[config.mk]
export PLATFORM = sky130hd
export DESIGN_NAME = lsu_bus_ctrl
export DESIGN_NICKNAME = d
export VERILOG_FILES = /design/src/rtl/lsu_pkg.sv /design/src/rtl/lsu_bus_ctrl_lane_align.sv /design/src/rtl/lsu_bus_ctrl.sv
export SDC_FILE = /design/constraint.sdc
export NUM_CORES = 1
export LEC_CHECK = 0
export BUFFER_PORTS_ARGS = -buffer_cell sky130_fd_sc_hd__buf_2
export CORE_MARGIN = 8
export CORE_UTILIZATION = 40
export DETAILED_ROUTE_END_ITERATION = 6
export PLACE_DENSITY = 0.72
export SLEW_MARGIN = 0
export SYNTH_ARGS = -nofsm -noshare
export SYNTH_HDL_FRONTEND = slang
export SYNTH_HIERARCHICAL = 1
export SYNTH_SLANG_ARGS = --single-unit
[constraint.sdc]
create_clock -name clk -period 10.1 [get_ports clk]
set_input_delay 2.02 -clock clk [delete_from_list [all_inputs] [get_ports clk]]
set_output_delay 2.02 -clock clk [all_outputs]
set_load 0.03 [all_outputs]
[src/rtl/lsu_pkg.sv]
// Shared definitions for the load/store unit: funct3 encodings, FSM states
// and the lane-width helper.
package lsu_pkg;

    localparam logic [2:0] LB  = 3'b000;
    localparam logic [2:0] LH  = 3'b001;
    localparam logic [2:0] LW  = 3'b010;
    localparam logic [2:0] LD  = 3'b011;
    localparam logic [2:0] LBU = 3'b100;
    localparam logic [2:0] LHU = 3'b101;
    localparam logic [2:0] LWU = 3'b110;

    localparam logic [2:0] SB  = 3'b000;
    localparam logic [2:0] SH  = 3'b001;
    localparam logic [2:0] SW  = 3'b010;
    localparam logic [2:0] SD  = 3'b011;

    typedef enum logic [1:0] {
        IDLE = 2'd0,
        REQ  = 2'd1,
        RESP = 2'd2
    } lsu_state_e;

    // Number of byte-lane address bits on an XLEN-wide bus.
    function automatic int lane_bits(input int xlen);
        return $clog2(xlen / 8);
    endfunction

endpackage

[src/rtl/lsu_bus_ctrl_lane_align.sv]
// Combinational lane handling: byte enables, store replication, load
// extraction/extension and access legality checks.
module lsu_bus_ctrl_lane_align
    import lsu_pkg::*;
#(
    parameter int XLEN = 32
) (
    input  logic [2:0]                 func,
    input  logic                       is_store,
    input  logic [lane_bits(XLEN)-1:0] lane,
    input  logic [XLEN-1:0]            rs2,
    input  logic [XLEN-1:0]            rdata,
    output logic [XLEN/8-1:0]          be,
    output logic [XLEN-1:0]            wdata,
    output logic [XLEN-1:0]            ldata,
    output logic                       misaligned,
    output logic                       illegal
);

    localparam int NB = XLEN / 8;

    logic [XLEN-1:0] shifted;
    logic            sgn;

    always_comb begin
        shifted    = rdata >> {lane, 3'b000};
        sgn        = 1'b0;
        be         = '1;
        wdata      = rs2;
        ldata      = shifted;
        misaligned = 1'b0;
        case (func[1:0])
            LB[1:0]: begin
                be            = NB'(1) << lane;
                wdata         = {NB{rs2[7:0]}};
                sgn           = shifted[7] & ~func[2];
                ldata         = {XLEN{sgn}};
                ldata[7:0]    = shifted[7:0];
            end
            LH[1:0]: begin
                be            = NB'(3) << lane;
                wdata         = {(NB/2){rs2[15:0]}};
                sgn           = shifted[15] & ~func[2];
                ldata         = {XLEN{sgn}};
                ldata[15:0]   = shifted[15:0];
                misaligned    = lane[0];
            end
            LW[1:0]: begin
                be            = NB'(15) << lane;
                wdata         = {(NB/4){rs2[31:0]}};
                sgn           = shifted[31] & ~func[2];
                ldata         = {XLEN{sgn}};
                ldata[31:0]   = shifted[31:0];
                misaligned    = |lane[1:0];
            end
            default: begin
                misaligned    = |lane;
            end
        endcase
    end

    // Doubleword and LWU only exist on a 64-bit datapath.
    always_comb begin
        if (is_store)
            illegal = func[2] | ((XLEN == 32) && (func == SD));
        else
            illegal = (func == 3'b111) | ((XLEN == 32) && ((func == LD) || (func == LWU)));
    end

endmodule

[src/rtl/lsu_bus_ctrl.sv]
// Load/store unit: takes one access from execute, runs it over the req/ack
// memory bus with a wait-state timeout and returns extended load data.
//
//   state | meaning
//   IDLE  | waiting for start; operands latched and checked on start
//   REQ   | bus request outstanding (or one dead cycle for a rejected access)
//   RESP  | done pulse, fault and register write-back
module lsu_bus_ctrl
    import lsu_pkg::*;
#(
    parameter int XLEN           = 32,
    parameter int ADDR_W         = 32,
    parameter int TIMEOUT_CYCLES = 16
) (
    input  logic                clk,
    input  logic                rstn,
    input  logic                start,
    input  logic                is_store,
    input  logic [2:0]          func,
    input  logic [4:0]          rd_in,
    input  logic [XLEN-1:0]     rs1_val,
    input  logic [XLEN-1:0]     rs2_val,
    input  logic [XLEN-1:0]     imm,
    output logic                busy,
    output logic                done,
    output logic                fault,
    output logic                r_wen,
    output logic [4:0]          rd_out,
    output logic [XLEN-1:0]     r_data,
    output logic                m_req,
    output logic                m_we,
    output logic [ADDR_W-1:0]   m_addr,
    output logic [XLEN/8-1:0]   m_be,
    output logic [XLEN-1:0]     m_wdata,
    input  logic                m_ack,
    input  logic [XLEN-1:0]     m_rdata
);

    localparam int L  = lane_bits(XLEN);
    localparam int TW = (TIMEOUT_CYCLES > 1) ? $clog2(TIMEOUT_CYCLES) : 1;

    lsu_state_e        state;
    logic [2:0]        func_q;
    logic              st_q;
    logic              err_q;
    logic [L-1:0]      lane_q;
    logic [4:0]        rd_q;
    logic [TW-1:0]     tmo_cnt;
    logic              tmo_hit;

    logic [ADDR_W-1:0] ea_next;
    logic              idle;
    logic [2:0]        al_func;
    logic              al_store;
    logic [L-1:0]      al_lane;
    logic [XLEN/8-1:0] al_be;
    logic [XLEN-1:0]   al_wdata;
    logic [XLEN-1:0]   al_ldata;
    logic              al_misaligned;
    logic              al_illegal;

    assign ea_next  = ADDR_W'(rs1_val + imm);
    assign idle     = (state == IDLE);
    // Checks run on the live operands at start, extraction on the latched ones.
    assign al_func  = idle ? func : func_q;
    assign al_store = idle ? is_store : st_q;
    assign al_lane  = idle ? ea_next[L-1:0] : lane_q;
    assign tmo_hit  = (TIMEOUT_CYCLES != 0) && (tmo_cnt == '0);

    lsu_bus_ctrl_lane_align #(.XLEN(XLEN)) u_align (
        .func       (al_func),
        .is_store   (al_store),
        .lane       (al_lane),
        .rs2        (rs2_val),
        .rdata      (m_rdata),
        .be         (al_be),
        .wdata      (al_wdata),
        .ldata      (al_ldata),
        .misaligned (al_misaligned),
        .illegal    (al_illegal)
    );

    always_ff @(posedge clk or negedge rstn) begin
        if (!rstn) begin
            state   <= IDLE;
            busy    <= 1'b0;
            done    <= 1'b0;
            fault   <= 1'b0;
            r_wen   <= 1'b0;
            rd_out  <= '0;
            r_data  <= '0;
            m_req   <= 1'b0;
            m_we    <= 1'b0;
            m_addr  <= '0;
            m_be    <= '0;
            m_wdata <= '0;
            func_q  <= '0;
            st_q    <= 1'b0;
            err_q   <= 1'b0;
            lane_q  <= '0;
            rd_q    <= '0;
            tmo_cnt <= '0;
        end else begin
            case (state)
                IDLE: begin
                    if (start) begin
                        func_q  <= func;
                        st_q    <= is_store;
                        lane_q  <= ea_next[L-1:0];
                        rd_q    <= rd_in;
                        busy    <= 1'b1;
                        tmo_cnt <= TW'(TIMEOUT_CYCLES - 1);
                        err_q   <= al_illegal | al_misaligned;
                        // Rejected accesses still pass through REQ, without a
                        // bus request, so done always lands two cycles out.
                        state   <= REQ;
                        if (!(al_illegal | al_misaligned)) begin
                            m_req   <= 1'b1;
                            m_we    <= is_store;
                            m_addr  <= {ea_next[ADDR_W-1:L], {L{1'b0}}};
                            m_be    <= al_be;
                            m_wdata <= al_wdata;
                        end
                    end
                end
                REQ: begin
                    tmo_cnt <= tmo_cnt - TW'(1);
                    if (err_q || m_ack || tmo_hit) begin
                        m_req <= 1'b0;
                        done  <= 1'b1;
                        fault <= err_q | ~m_ack;
                        state <= RESP;
                        if (!err_q && m_ack && !st_q) begin
                            r_wen  <= 1'b1;
                            rd_out <= rd_q;
                            r_data <= al_ldata;
                        end
                    end
                end
                RESP: begin
                    done  <= 1'b0;
                    fault <= 1'b0;
                    r_wen <= 1'b0;
                    busy  <= 1'b0;
                    state <= IDLE;
                end
                default: state <= IDLE;
            endcase
        end
    end

endmodule

==> impl_metrics.sql <==
INSERT INTO impl_metrics (metric_group, metric, value, unit) VALUES
('yosys', 'synth_area_leader_cell', 'sky130_fd_sc_hd__dfrtp_1', ''),
('timing', 'rsz0062_at_grt', 'no', ''),
('worst_setup_path', 'worst_setup_path_end_kind', 'flop', ''),
('clock_network', 'cts-root-to-sink-buffers', '2', ''),
('global_route', 'grt_usage', '0.192', ''),
('final_layout', 'area_delta_synth_final', '24.4', '%'),
('yosys', 'post_synth_num_cell_types', '75', ''),
('worst_setup_path', 'critical_path.startpoint_type', 'input pin', ''),
('final_layout', 'drive_gt1_frac', '0.334', ''),
('die', 'floorplan.die.width', '157', 'um'),
('die', 'die_h', '157', 'um'),
('yosys', 'most_used_flip_flop_cell_after_synthesis', 'sky130_fd_sc_hd__dfrtp_1', ''),
('die', 'boundaryPins', '252', ''),
('global_route', 'global_route_wire_length_before_repair', '37.8', 'mm'),
('worst_setup_path', 'critPathArrivalTime', '5.53', 'ns'),
('worst_setup_path', 'cp_slowest_cell', 'sky130_fd_sc_hd__ha_1', ''),
('worst_setup_path', 'critical-path-max-stage-delay', '0.76', 'ns'),
('detailed_routing', 'wl', '23.8', 'mm'),
('hold_path', 'hold_path.class', 'reg -> reg', ''),
('clock_network', 'post_cts.repair.setup_buffers', '0', ''),
('detailed_routing', 'vias_per_cell', '5.24', ''),
('detailed_routing', 'postRouteAntennaNets', '0', ''),
('pwr', 'vdd_ir_drop_max', '0.129', 'mV'),
('worst_setup_path', 'critical_path.n_buffers_inverters', '3', ''),
('status', 'run_status', 'finished, final reports clean', ''),
('job', 'cap_violations', '0', ''),
('clock_network', 'htreeDepth', '4', ''),
('detailed_routing', 'routed_wire_length_per_instance', '17.3', 'um'),
('clock_network', 'cts-buffers-inserted', '17', ''),
('timing', 'max_freq', '190', 'MHz'),
('worst_setup_path', 'critPathMostFrequentCell', 'sky130_fd_sc_hd__nor2_1', ''),
('clock_network', 'cts_resized', '0', ''),
('timing', 'max-slew-margin-rel', '0.329', ''),
('yosys', 'synth.ff_latch_count', '127', ''),
('detailed_routing', 'drt_iter0_drc', '514', ''),
('placed_design', 'numPlacedInstances', '1340', ''),
('timing', 'timing.final.max_slew_violations', '0', ''),
('global_route', 'grt_pass1_vias', '7097', ''),
('timing', 'hold-worst-slack', '0.469', 'ns'),
('pwr', 'total_leakage_power', '5.05', 'nW'),
('timing', 'timing_hold_violations_final', '0', ''),
('clock_network', 'clkSlewWorstSetupHoldPaths', '0.06', 'ns'),
('timing', 'fin_crit', '5.25', 'ns'),
('detailed_routing', 'drc', '0', ''),
('worst_setup_path', 'critical_path.top_delay_family', 'simple AND/OR/NAND/NOR gates', ''),
('timing', 'fin_crit_sh', '0.520', ''),
('yosys', 'post_synth_inst_count', '876', ''),
('die', 'core.rowCount', '51', ''),
('timing', 'finClkSkew', '0.00792', 'ns'),
('clock_network', 'cts_root_buffer', 'sky130_fd_sc_hd__clkbuf_16', ''),
('yosys', 'synth.area.top_cells', 'sky130_fd_sc_hd__dfrtp_1 40%, sky130_fd_sc_hd__nand2_1 9.8%, sky130_fd_sc_hd__mux2_2 7.8%, sky130_fd_sc_hd__ha_1 6.1%, sky130_fd_sc_hd__o21ai_0 3.9%', ''),
('worst_setup_path', 'worst-path-max-fanout', '99', ''),
('worst_setup_path', 'crit_path_cell_trace', 'buf_2, mux2_2, clkinv_1, ha_1, nor2b_1, nor2_1, nor2_1, nand3_4, buf_4, nand2_1, o311ai_0, or3_1', ''),
('clock_network', 'cts_tree', 'built', ''),
('final_layout', 'finalNetCount', '1275', ''),
('timing', 'tightestPinTransition', '1.01', 'ns'),
('placed_design', 'dp_slack', '4.54', 'ns'),
('detailed_routing', 'via_count', '7189', ''),
('timing', 'setup_viol_count_final', '0', ''),
('final_layout', 'antenna-diode-count', '0', ''),
('final_layout', 'filler_cell_count', '1823', ''),
('global_route', 'grt_max_degree', '100', ''),
('pwr', 'areal_power_density_over_the_cells', '321', 'nW/um2'),
('yosys', 'synth-warning-count', '6', ''),
('yosys', 'synth_largest_type_area_fraction', '0.400', ''),
('timing', 'totalNegativeSetupSlack', '0', 'ns'),
('die', 'core_region_area', '19500', 'um2'),
('final_layout', 'instances_no_fill', '1371', ''),
('timing', 'final_worst_slack', '4.85', 'ns'),
('placed_design', 'buffer_ports.inserted', '249', ''),
('global_route', 'antenna_found_initial', '1', '');
-- layer usage --
metal  GRT usage  part of all wire  vias up  wire length, um
met2       0.312              0.48      256            11400
met3      0.0463             0.074       33             1760
met1       0.247              0.43     3397            10200
met5           0           0.00042        -               10
li1            -                 -     3501                -
met4      0.0609             0.017        2              405
-- where the power goes --
group / internal, mW / switching, mW
combinational: 0.577 / 1.12
clock: 0.370 / 0.233
sequential: 0.739 / 0.129
-- layout by cell type (no fill, tap or decap), types with 9 or more instances in the layout --
cell / netlist / layout
sky130_fd_sc_hd__mux2i_1: 17 / 17
sky130_fd_sc_hd__nand2_1: 207 / 207
sky130_fd_sc_hd__a21oi_1: 49 / 49
sky130_fd_sc_hd__buf_2: 10 / 248
sky130_fd_sc_hd__inv_1: 19 / 19
sky130_fd_sc_hd__nor2_1: 35 / 35
sky130_fd_sc_hd__a22o_1: 9 / 9
sky130_fd_sc_hd__xnor2_1: 16 / 16
sky130_fd_sc_hd__mux2_2: 55 / 55
sky130_fd_sc_hd__xor2_1: 10 / 10
sky130_fd_sc_hd__dfrtp_1: 127 / 127
sky130_fd_sc_hd__clkbuf_16: 0 / 17
sky130_fd_sc_hd__nor2b_1: 10 / 10
sky130_fd_sc_hd__o21ai_0: 62 / 62
sky130_fd_sc_hd__a211oi_1: 15 / 15
sky130_fd_sc_hd__a21o_1: 13 / 13
sky130_fd_sc_hd__ha_1: 39 / 39
-- flip-flops by register name, summed over array words and instances (netlist names), 3 cells and up --
signal / flops
func_q: 3
m_addr: 30
m_be: 4
m_wdata: 32
r_data: 32
rd_out: 5
rd_q: 5
tmo_cnt: 4
-- cell families (layout without fill, tap and decap cells) --
group | count (synthesis) | after routing | share of synthesized area
simple gates | 311 | 311 | 0.177
mux | 72 | 72 | 0.0994
other cells | 1 | 2 | 0.000472
flops | 127 | 127 | 0.400
fa+ha+maj | 40 | 40 | 0.0639
buf+inv | 76 | 305 | 0.0464
compound gates | 223 | 223 | 0.184
xor+xnor | 26 | 26 | 0.0287
-- stage by stage --
stage,instance area (um2),util,total power [mW]
after floorplan,7950,-,2.10
after global placement,9300,0.478,2.54
after detailed placement,9300,0.478,2.57
after CTS,9880,0.508,3.19
after global routing,9880,0.508,3.38
final,9880,0.508,3.17
-- worst min-delay path: stages (launching register included) --
cell and delay (ns):
sky130_fd_sc_hd__dfrtp_1 0.33, sky130_fd_sc_hd__nand2_1 0.05, sky130_fd_sc_hd__nand2_1 0.05
-- path summary, 6_finish.rpt --
kind	from	end	slack [ns]	cells after the start
worst min register to register	m_wdata[25]$_DFFE_PN0P_	m_wdata[25]$_DFFE_PN0P_	0.47	2
worst max register to register	state[0]$_DFFE_PN0P_	m_addr[30]$_DFFE_PN0P_	5.34	13
worst min-delay path	m_wdata[25]$_DFFE_PN0P_	m_wdata[25]$_DFFE_PN0P_	0.47	2
max in group asynchronous	rstn	m_be[3]$_DFFE_PN0P_	7.24	2
min in group asynchronous	rstn	rd_out[2]$_DFFE_PN0P_	1.59	1
worst max-delay path	func[1]	m_addr[30]$_DFFE_PN0P_	4.85	12
-- final cells by class --
class	instances	area [um2]	area share
Clock inverter	12	139	0.0141
Inverter	20	75.1	0.00760
Multi-Input combinational cell	674	4430	0.448
Timing Repair Buffer	254	1290	0.131
Clock buffer	19	443	0.0448
Sequential cell	127	3180	0.322
Tap cell	265	332	0.0335
(Power assumes the default switching activity.)
